`config.mk`:
```
export PLATFORM = sky130hd
export DESIGN_NAME = freq_div_prog
export DESIGN_NICKNAME = d
export VERILOG_FILES = /design/src/rtl/freq_div_prog.sv
export SDC_FILE = /design/constraint.sdc
export NUM_CORES = 1
export LEC_CHECK = 0
export BUFFER_PORTS_ARGS = -buffer_cell sky130_fd_sc_hd__clkbuf_2
export CAP_MARGIN = 20
export CORE_MARGIN = 1
export CORE_UTILIZATION = 55
export DETAILED_ROUTE_END_ITERATION = 6
export PLACE_DENSITY = 0.88
export SYNTH_ARGS = -nofsm -noshare
export SYNTH_HDL_FRONTEND = slang
export SYNTH_SLANG_ARGS = --single-unit
```
`constraint.sdc`:
```
create_clock -name clk_i -period 5.3 [get_ports clk_i]
set_input_delay 0.795 -clock clk_i [delete_from_list [all_inputs] [get_ports clk_i]]
set_output_delay 0.795 -clock clk_i [all_outputs]
set_load 0.05 [all_outputs]
```
`src/rtl/freq_div_prog.sv`:
```
// Synchronous programmable divider: one-cycle tick every N enabled cycles plus a 2N square wave.
// Divisor reloads go through a shadow register and apply only at a wrap, or right away while disabled.
module freq_div_prog #(
  parameter int WIDTH       = 20,
  parameter int DEFAULT_DIV = 262144
) (
  input  logic             clk_i,
  input  logic             rst_i,
  input  logic             en_i,
  input  logic             clr_i,
  input  logic             mode_i,
  input  logic [WIDTH-1:0] div_in_i,
  input  logic             div_load_i,
  output logic             tick_o,
  output logic             clk_out_o,
  output logic             pend_o,
  output logic             err_o,
  output logic             done_o,
  output logic [WIDTH-1:0] cnt_o
);

  localparam logic [WIDTH-1:0] DEF_DIV = WIDTH'(DEFAULT_DIV);

  logic [WIDTH-1:0] cnt_q, cnt_d;
  logic [WIDTH-1:0] div_reg_q, div_reg_d;
  logic [WIDTH-1:0] shadow_q, shadow_d;
  logic             tick_q, tick_d;
  logic             clk_out_q, clk_out_d;
  logic             pend_q, pend_d;
  logic             err_q, err_d;
  logic             done_q, done_d;

  logic load_ok;
  logic load_bad;
  logic terminal;
  logic apply_ok;

  assign load_ok  = div_load_i && (div_in_i != '0);
  assign load_bad = div_load_i && (div_in_i == '0);
  // div_reg is never zero, so the subtraction cannot wrap; >= also catches an out-of-range count.
  assign terminal = (cnt_q >= (div_reg_q - WIDTH'(1)));
  // A load in the same cycle wins over applying the older shadow value.
  assign apply_ok = pend_q && !load_ok;

  always_comb begin
    cnt_d     = cnt_q;
    div_reg_d = div_reg_q;
    shadow_d  = shadow_q;
    tick_d    = 1'b0;
    clk_out_d = clk_out_q;
    pend_d    = pend_q;
    err_d     = load_bad;
    done_d    = done_q;

    if (load_ok) begin
      shadow_d = div_in_i;
      pend_d   = 1'b1;
    end

    if (clr_i) begin
      cnt_d     = '0;
      clk_out_d = 1'b0;
      done_d    = 1'b0;
    end else if (!en_i) begin
      if (apply_ok) begin
        div_reg_d = shadow_q;
        cnt_d     = '0;
        pend_d    = 1'b0;
      end
    end else if (!done_q) begin
      if (terminal) begin
        cnt_d     = '0;
        tick_d    = 1'b1;
        clk_out_d = ~clk_out_q;
        if (mode_i) begin
          done_d = 1'b1;
        end
        if (apply_ok) begin
          div_reg_d = shadow_q;
          pend_d    = 1'b0;
        end
      end else begin
        cnt_d = cnt_q + WIDTH'(1);
      end
    end
  end

  always_ff @(posedge clk_i) begin
    if (rst_i) begin
      cnt_q     <= '0;
      div_reg_q <= DEF_DIV;
      shadow_q  <= DEF_DIV;
      tick_q    <= 1'b0;
      clk_out_q <= 1'b0;
      pend_q    <= 1'b0;
      err_q     <= 1'b0;
      done_q    <= 1'b0;
    end else begin
      cnt_q     <= cnt_d;
      div_reg_q <= div_reg_d;
      shadow_q  <= shadow_d;
      tick_q    <= tick_d;
      clk_out_q <= clk_out_d;
      pend_q    <= pend_d;
      err_q     <= err_d;
      done_q    <= done_d;
    end
  end

  assign tick_o    = tick_q;
  assign clk_out_o = clk_out_q;
  assign pend_o    = pend_q;
  assign err_o     = err_q;
  assign done_o    = done_q;
  assign cnt_o     = cnt_q;

endmodule

```
==> results.txt, run 1 <==
- Die area: 6700 um^2
- After synthesis, the cell types taking the most area are dfxtp_1 37%, mux2i_1 11%, ha_1 7.9%.
- Area share of xor/xnor cells in the synthesized design: 8.25%
- Wire length of the first global-routing pass: 12,500 um
- In this run the worst hold path is classified as reg -> reg.
* CP Class: reg -> reg
* Tmin final: 4240 ps
- Number of DRC markers after the initial detailed-route iteration: 116
* Most used DFF post-synth: dfxtp_1
* Area added between synthesis and finish: 13.9%
* Maximum clock path buffer count: 2
* GRT Residual Overflow: 0
- WHS Path Cells: 1
- Power spread over the standard cell area amounts to 256 nW/um^2.
* Num rows: 28
- Kind of start point of the critical path: flip-flop
* Sink count of the clock tree: 65
- For this run, global-route usage on met2 was measured as 40.9%.
- Static power due to leakage: ~1.7 nW
* Post-route clock skew: 10.9 ps
* 1st-pass router iterations: 4
* Fraction of layout instances using a drive strength above 1: 17.2%
* Post-synthesis simple-gate area fraction: between 20% and 30%
- I/O pin count: 51
* Combinational family with the most area after synthesis: simple AND/OR/NAND/NOR gates
- Via-per-instance ratio: 5.71
- Insertion delay to the later sink of the worst-skew pair: 350 ps
* Antenna cell count: 0
* Vias: 2,945
* Most used routing layer: met2
- Post-synth cell types: 47
- Count of hold buffers inserted by post-cts repair: 0
- For the worst setup path, the data required time is 5570 ps.
- Of the post-synthesis cell area, the dominant cell type holds 37.1%.
- Number of enable-type register cells in the synthesized netlist: 0
- Launch point of the worst reg-to-reg path: div_reg_q[5]
- The library cell used most frequently in the layout, excluding fill and tap cells, is dfxtp_1.
- Run status: finished, final reports clean
- Root buffer selected by CTS: clkbuf_8
* Antenna viol nets, final: 0
* Highest net fanout along the worst path: 12
- Placed wire-length estimate after detailed placement: 5710 um
- Met3 Resource Use GR: between 8 and 9%
- The Yosys step of the flow raised 0 warnings.
- Post-Synthesis Net Count: 436
* Core box area: 6030 um^2
* Post-CTS setup buffers: 0
* Kind of end point of the critical path: flip-flop
- For this run, global-route usage on met1 was measured as between 20% and 30%.
- Overall routing resource usage: 24.8%
* Clock slew at the register clock pins of the worst setup and hold paths: 70 ps
- Capture point of the worst reg-to-reg path: div_reg_q[6]
- After synthesis, the share of cell area in mux cells is 11.1%.
- DIE HEIGHT: 81.8 um
- In the synthesized netlist the async set-or-reset flop fraction comes to 0%.
- PortBufs: 50
- After detailed routing, the number of remaining DRC violations is 0.
- Derived from the worst setup path, the maximum achievable clock frequency is 236 MHz.
- The synthesized design contains 65 register bits.
- The worst hold path begins at shadow_q[18].
- TritonCTS built the clock tree.
- Critical path arrival: 4510 ps
- Max Slew Vio Count: 0
* Minimum setup slack among reg-to-reg paths: 1060 ps
- Horiz. Die Dim: 81.8 um
- Compound-gate portion of the synthesized area: under 10%
* Overall routed net length: 7490 um
* Sequential share of the synthesized area: 37.1%
- Max-cap check violation count: 0
- Setup violations remaining at the end of the flow were counted as 0.
* CTS HTree Levels: 3
- Entering global routing, the biggest net connects 65 pins.
- Post-route cell area: about 4000 um^2
- Synth Area in Adders: 7.85%
* Area of the mapped netlist: 3500 um^2
- At the end of routability-driven placement, the weighted congestion stood at approximately 0.82.
- Final routed wire length divided by cell count: between 10 and 15 um
- Vias in the first global route: 2,765
* Final-layout setup total negative slack: 0 ps
* Final hold violations: 0
* Number of filler cells placed in the layout: 514
- Summed over all instances, the cell type with the most area after synthesis is dfxtp_1.
- For this configuration, the core starts out at a cell density of 58.2%.
- After clock tree synthesis, the repair step resized 0 gates.
- Final net count: 484
- Across the VDD grid, the largest voltage drop is 0.000254 V.
- Fin crit share: 80.0%
- Counting cells, the worst reg-to-reg path comes to 14.
* Transition time of the tightest slew-check pin: 1010 ps
- Destination of the worst hold path: shadow_q[18]
- In this run the cell area measured after placement is 3800 um^2.
- The worst pin sits at a relative slew slack of 32.4%.
- Number of instances in the synthesized netlist: 388
- TritonCTS created 9 clock buffers.
- Setup repair after global routing left no endpoint under its margin.
* Highest-count cells in the layout ignoring fill and taps: 65 x dfxtp_1, 50 x clkbuf_2, 48 x nor2_1
- Number of antenna violations at the first check in global routing: 0
- The average instance in the mapped netlist occupies 9.03 um^2.
synth_stat cells (3+ instances only):
library cell / count
dfxtp_1: 65
nor2_1: 48
mux2i_1: 39
nand2b_1: 39
ha_1: 22
xnor2_1: 20
nand2_1: 18
nand3_1: 14
xor2_1: 13
a21oi_1: 11
nor3_1: 10
and3_1: 8
nor4_1: 8
clkbuf_1: 7
inv_1: 6
buf_2: 5
nand4_1: 5
nor2b_1: 4
o21ai_1: 4
a21o_1: 3
and4_1: 3
or4_1: 3
cells by family (layout without fill, tap and decap cells):
logic type               after synthesis  count (layout)
AO/OA/AOI/OAI                         33              33
XOR/XNOR                              33              33
adder cells (fa/ha/maj)               22              22
buffers and inverters                 21              74
flip-flops                            65              65
multiplexers                          39              39
AND/OR/NAND/NOR                      175             175
registers in the layout (all words and copies together), names as in the netlist:
signal,count
clk_out_o,1
done_o,1
pend_o,1
div_reg_q,20
err_o,1
cnt_o,20
shadow_q,20
tick_o,1
critical path, stage by stage (launching register included):
cell      delay (ps)
dfxtp_1          360
or4_1            590
nor3_1           230
nand2_1          180
nor4_1           320
xnor2_1          110
ha_1             300
nand4_1          120
nor2_1           160
nand4_1          110
o21ai_1          380
o21bai_1         200
a21oi_2          530
buf_4            340
mux2i_1          230
cell type report:
type | count | area [um^2] | share of cell area [%]
repair buffers | 52 | 265 | 6.64
clock inverters | 6 | 67.6 | 1.69
flip-flops and latches | 65 | 1300 | 32.6
well taps | 75 | 93.8 | 2.35
multi-input cells | 302 | 2110 | 53.0
clock buffers | 10 | 128 | 3.20
inverters | 6 | 22.5 | 0.564
power breakdown:
part	total (mW)	switching, mW	internal, mW	leakage (nW)
combinational	0.0925	0.0520	0.0404	1.10
sequential	0.507	0.00758	0.499	0.528
clock	0.423	0.205	0.219	0.0929
worst max-delay path by stage:
stage	start	to	slack, ps
after floorplan	div_reg_q[5]	cnt_o[13]	1920
after global placement	div_reg_q[5]	div_reg_q[6]	1300
after detailed placement	div_reg_q[5]	div_reg_q[6]	1090
after CTS	div_reg_q[5]	div_reg_q[6]	1070
after global routing	div_reg_q[5]	div_reg_q[18]	660
final	div_reg_q[5]	div_reg_q[6]	1060
metrics by stage:
stage | std cells | hold slack, ps | util (%) | power (mW) | setup slack, ps
after floorplan | 388 | 436 | - | 0.582 | 1920
after global placement | 500 | 450 | 63.0 | 0.605 | 1300
after detailed placement | 500 | 451 | 63.0 | 0.610 | 1090
after CTS | 516 | 469 | 66.3 | 1.03 | 1070
after global routing | 516 | 505 | 66.3 | 1.06 | 661
final | 516 | 471 | 66.3 | 1.02 | 1060
metal layers:
metal | part of all wire (%) | up-vias
met4 | 1.7 | 0
met1 | 45 | 1381
met2 | 47 | 99
li1 | - | 1451
met5 | 0 | -
met3 | 5.8 | 14
Power figures use the tool's default switching activity.
==> run 2, diff against run 1 <==
==> constraint.sdc (replaced) <==
create_clock -name clk_i -period 4.4 [get_ports clk_i]
set_input_delay 0.66 -clock clk_i [delete_from_list [all_inputs] [get_ports clk_i]]
set_output_delay 0.66 -clock clk_i [all_outputs]
set_load 0.05 [all_outputs]
==> run 2 against run 1 <==
Global-route usage fell by 1.1 points; design area fell by 0.28%; wire length fell by 5.9%; clock skew barely moved; first-iteration DRC count fell by 16%; count of clock-buffer cells in the layout rose by 1; hold slack got worse by 4.0 ps; clock power rose by 9.7%; setup slack got worse by 590 ps; largest power group unchanged; sequential power rose by 21%; critical endpoint is now div_reg_q[18].
==> results.txt, run 2 (same netlist as run 1, synthesis figures left out) <==
- Run status: finished, final reports clean
* Critical path arrival: 4210 ps
* Post-placement cell area: 3800 um^2
- Antenna viol nets, final: 0
- Compared with the post-synthesis result, the final layout area differs by 13.6%.
- Dividing the final minimum period by the clock period gives 89.2%.
- In this run the power density over the cells is approximately 300 nW/um^2.
- Sink count of the clock tree: 65
- Kind of end point of the critical path: flip-flop
- Transition time of the tightest slew-check pin: 929 ps
* GRT Residual Overflow: 0
- In the final design database the tool counted 484 nets.
- RePlAce Congestion: 0.848
- Maximum number of pins on one net before global-route repair: 65
- Minimum setup slack among reg-to-reg paths: 470 ps
* Inserted Clock Buffers: 9
* Post-route clock skew: 11.3 ps
- The first routing iteration left 97 violations.
- 1st-pass router iterations: 4
- Hold path startpoint: shadow_q[18]
- Max_slew headroom: around two fifths
* Vias: 2,844
* Max Slew Vio Count: 0
* WHS Path Cells: 1
* DIE HEIGHT: 81.8 um
- Post-route cell area: between 3000 and 4000 um^2
- For this run, the top clock speed supported by timing is roughly 250 MHz.
- Post-CTS setup buffers: 0
- Count of instances resized after the clock tree is built: 0
- The tree is rooted in a clkbuf_8.
- Max-cap check violation count: 0
- In this run the standard cell core region covers 6030 um^2.
* Overall routed net length: 7050 um
- Post-route non-filler standard cell count: 515
- Clock slew at the register clock pins of the worst setup and hold paths: 70 ps
* Fraction of the core area covered by cells at the end of the flow: between 60% and 70%
* Highest net fanout along the worst path: 20
- Across the VDD grid, the largest voltage drop is about 0.00024 V.
- The smallest clock period supported by the final layout is computed as 3930 ps.
- In this run the tool buffered the top-level ports with 50 buffer cells.
* HP Class: reg -> reg
- Kind of start point of the critical path: flip-flop
- Launch point of the worst reg-to-reg path: div_reg_q[5]
* Overall routing resource usage: around a quarter
* I/O pin count: 51
- In this run the worst setup path begins at div_reg_q[5].
- The floorplan has 28 rows.
- The clock tree synthesis step divided the H-tree into 3 levels.
- Setup violation total in the final timing report: 0
* Fraction of layout instances using a drive strength above 1: 17.5%
- Placed insts: 500
- Placed wire-length estimate after detailed placement: 5380 um
* WP data required: 4680 ps
- Final hold violations: 0
* Static power due to leakage: 1.72 nW
- Final-layout setup total negative slack: 0 ps
- Setup repair after global routing left no endpoint under its margin.
- After detailed routing, the average wire length per cell comes to around 14 um.
* Wire length of the first global-routing pass: 11,800 um
- TritonCTS built the clock tree.
- The library cell used most frequently in the layout, excluding fill and tap cells, is dfxtp_1.
* Detailed-route DRC error count: 0
- Die area: roughly 6700 um^2
- CP Class: reg -> reg
* Horiz. Die Dim: 81.8 um
- At the later pin of the worst-skew pair, clock insertion delay measures 360 ps.
- Vias in the first global route: 2,657
- The clock passes through at most 2 buffers.
- The number of antenna violations at the first check in global routing is 0.
- For this configuration, the core starts out at a cell density of 58.2%.
* Via-per-instance ratio: about 5.5
* Antenna cell count: 0
* Count of hold buffers inserted by post-cts repair: 0
- The worst register-to-register path has a depth of 14.
- Highest-count cells in the layout ignoring fill and taps: 65 x dfxtp_1, 50 x clkbuf_2, 48 x nor2_1
run 2: cell types whose count changed in the layout (fill, tap and decap cells not counted):
cell and change:
o21ai_2 +1, bufinv_16 -1, o21ai_1 -1, clkbuf_8 +2
clkbuf_1 -1, inv_6 -1
run 2: metrics by stage:
| stage | setup WS [ps] | hold slack (ps) | power, mW |
|---|---|---|---|
| 2_1_floorplan | 1020 | 436 | 0.701 |
| 3_3_place_gp | 498 | 449 | 0.729 |
| 3_5_place_dp | 246 | 451 | 0.734 |
| 4_1_cts | 240 | 468 | 1.19 |
| 5_1_grt | 216 | 498 | 1.23 |
| 6_report | 474 | 467 | 1.18 |
run 2: critical path, stage by stage, from the launching register on:
cell and delay [ps]:
dfxtp_1 360, or4_1 590, nor3_1 240, nand2_1 190
nor4_1 330, xnor2_1 110, ha_1 300, nand4_1 120
nor2_1 170, nand4_1 110, o21ai_1 390, o21bai_1 210
a21oi_2 170, buf_4 330, mux2i_1 240
run 2: metal layers:
metal / wire (um) / global-route usage (%) / vias up
met5: 0 / 0 / -
met3: 430 / 7.11 / 9
met2: 3280 / 38.4 / 75
li1: - / - / 1446
met4: 97 / 9.12 / 0
met1: 3240 / 29.4 / 1314
run 2: layout make-up:
type,instances,area [um^2]
fill,501,2040
tap,75,93.8
clock inverter,4,28.8
multi-input combinational,302,2120
clock buffer,11,151
timing repair buffer,52,265
sequential,65,1300
inverter,6,22.5
run 2: report_power, final:
group | switching (mW) | total (mW) | internal [mW]
clock | 0.232 | 0.464 | 0.231
sequential | 0.00912 | 0.611 | 0.602
combinational | 0.0612 | 0.110 | 0.0489
run 2: path summary, 6_finish.rpt:
path	end
hold reg to reg	shadow_q[18]
setup / recovery	div_reg_q[18]
setup reg to reg	div_reg_q[18]
hold / removal	shadow_q[18]
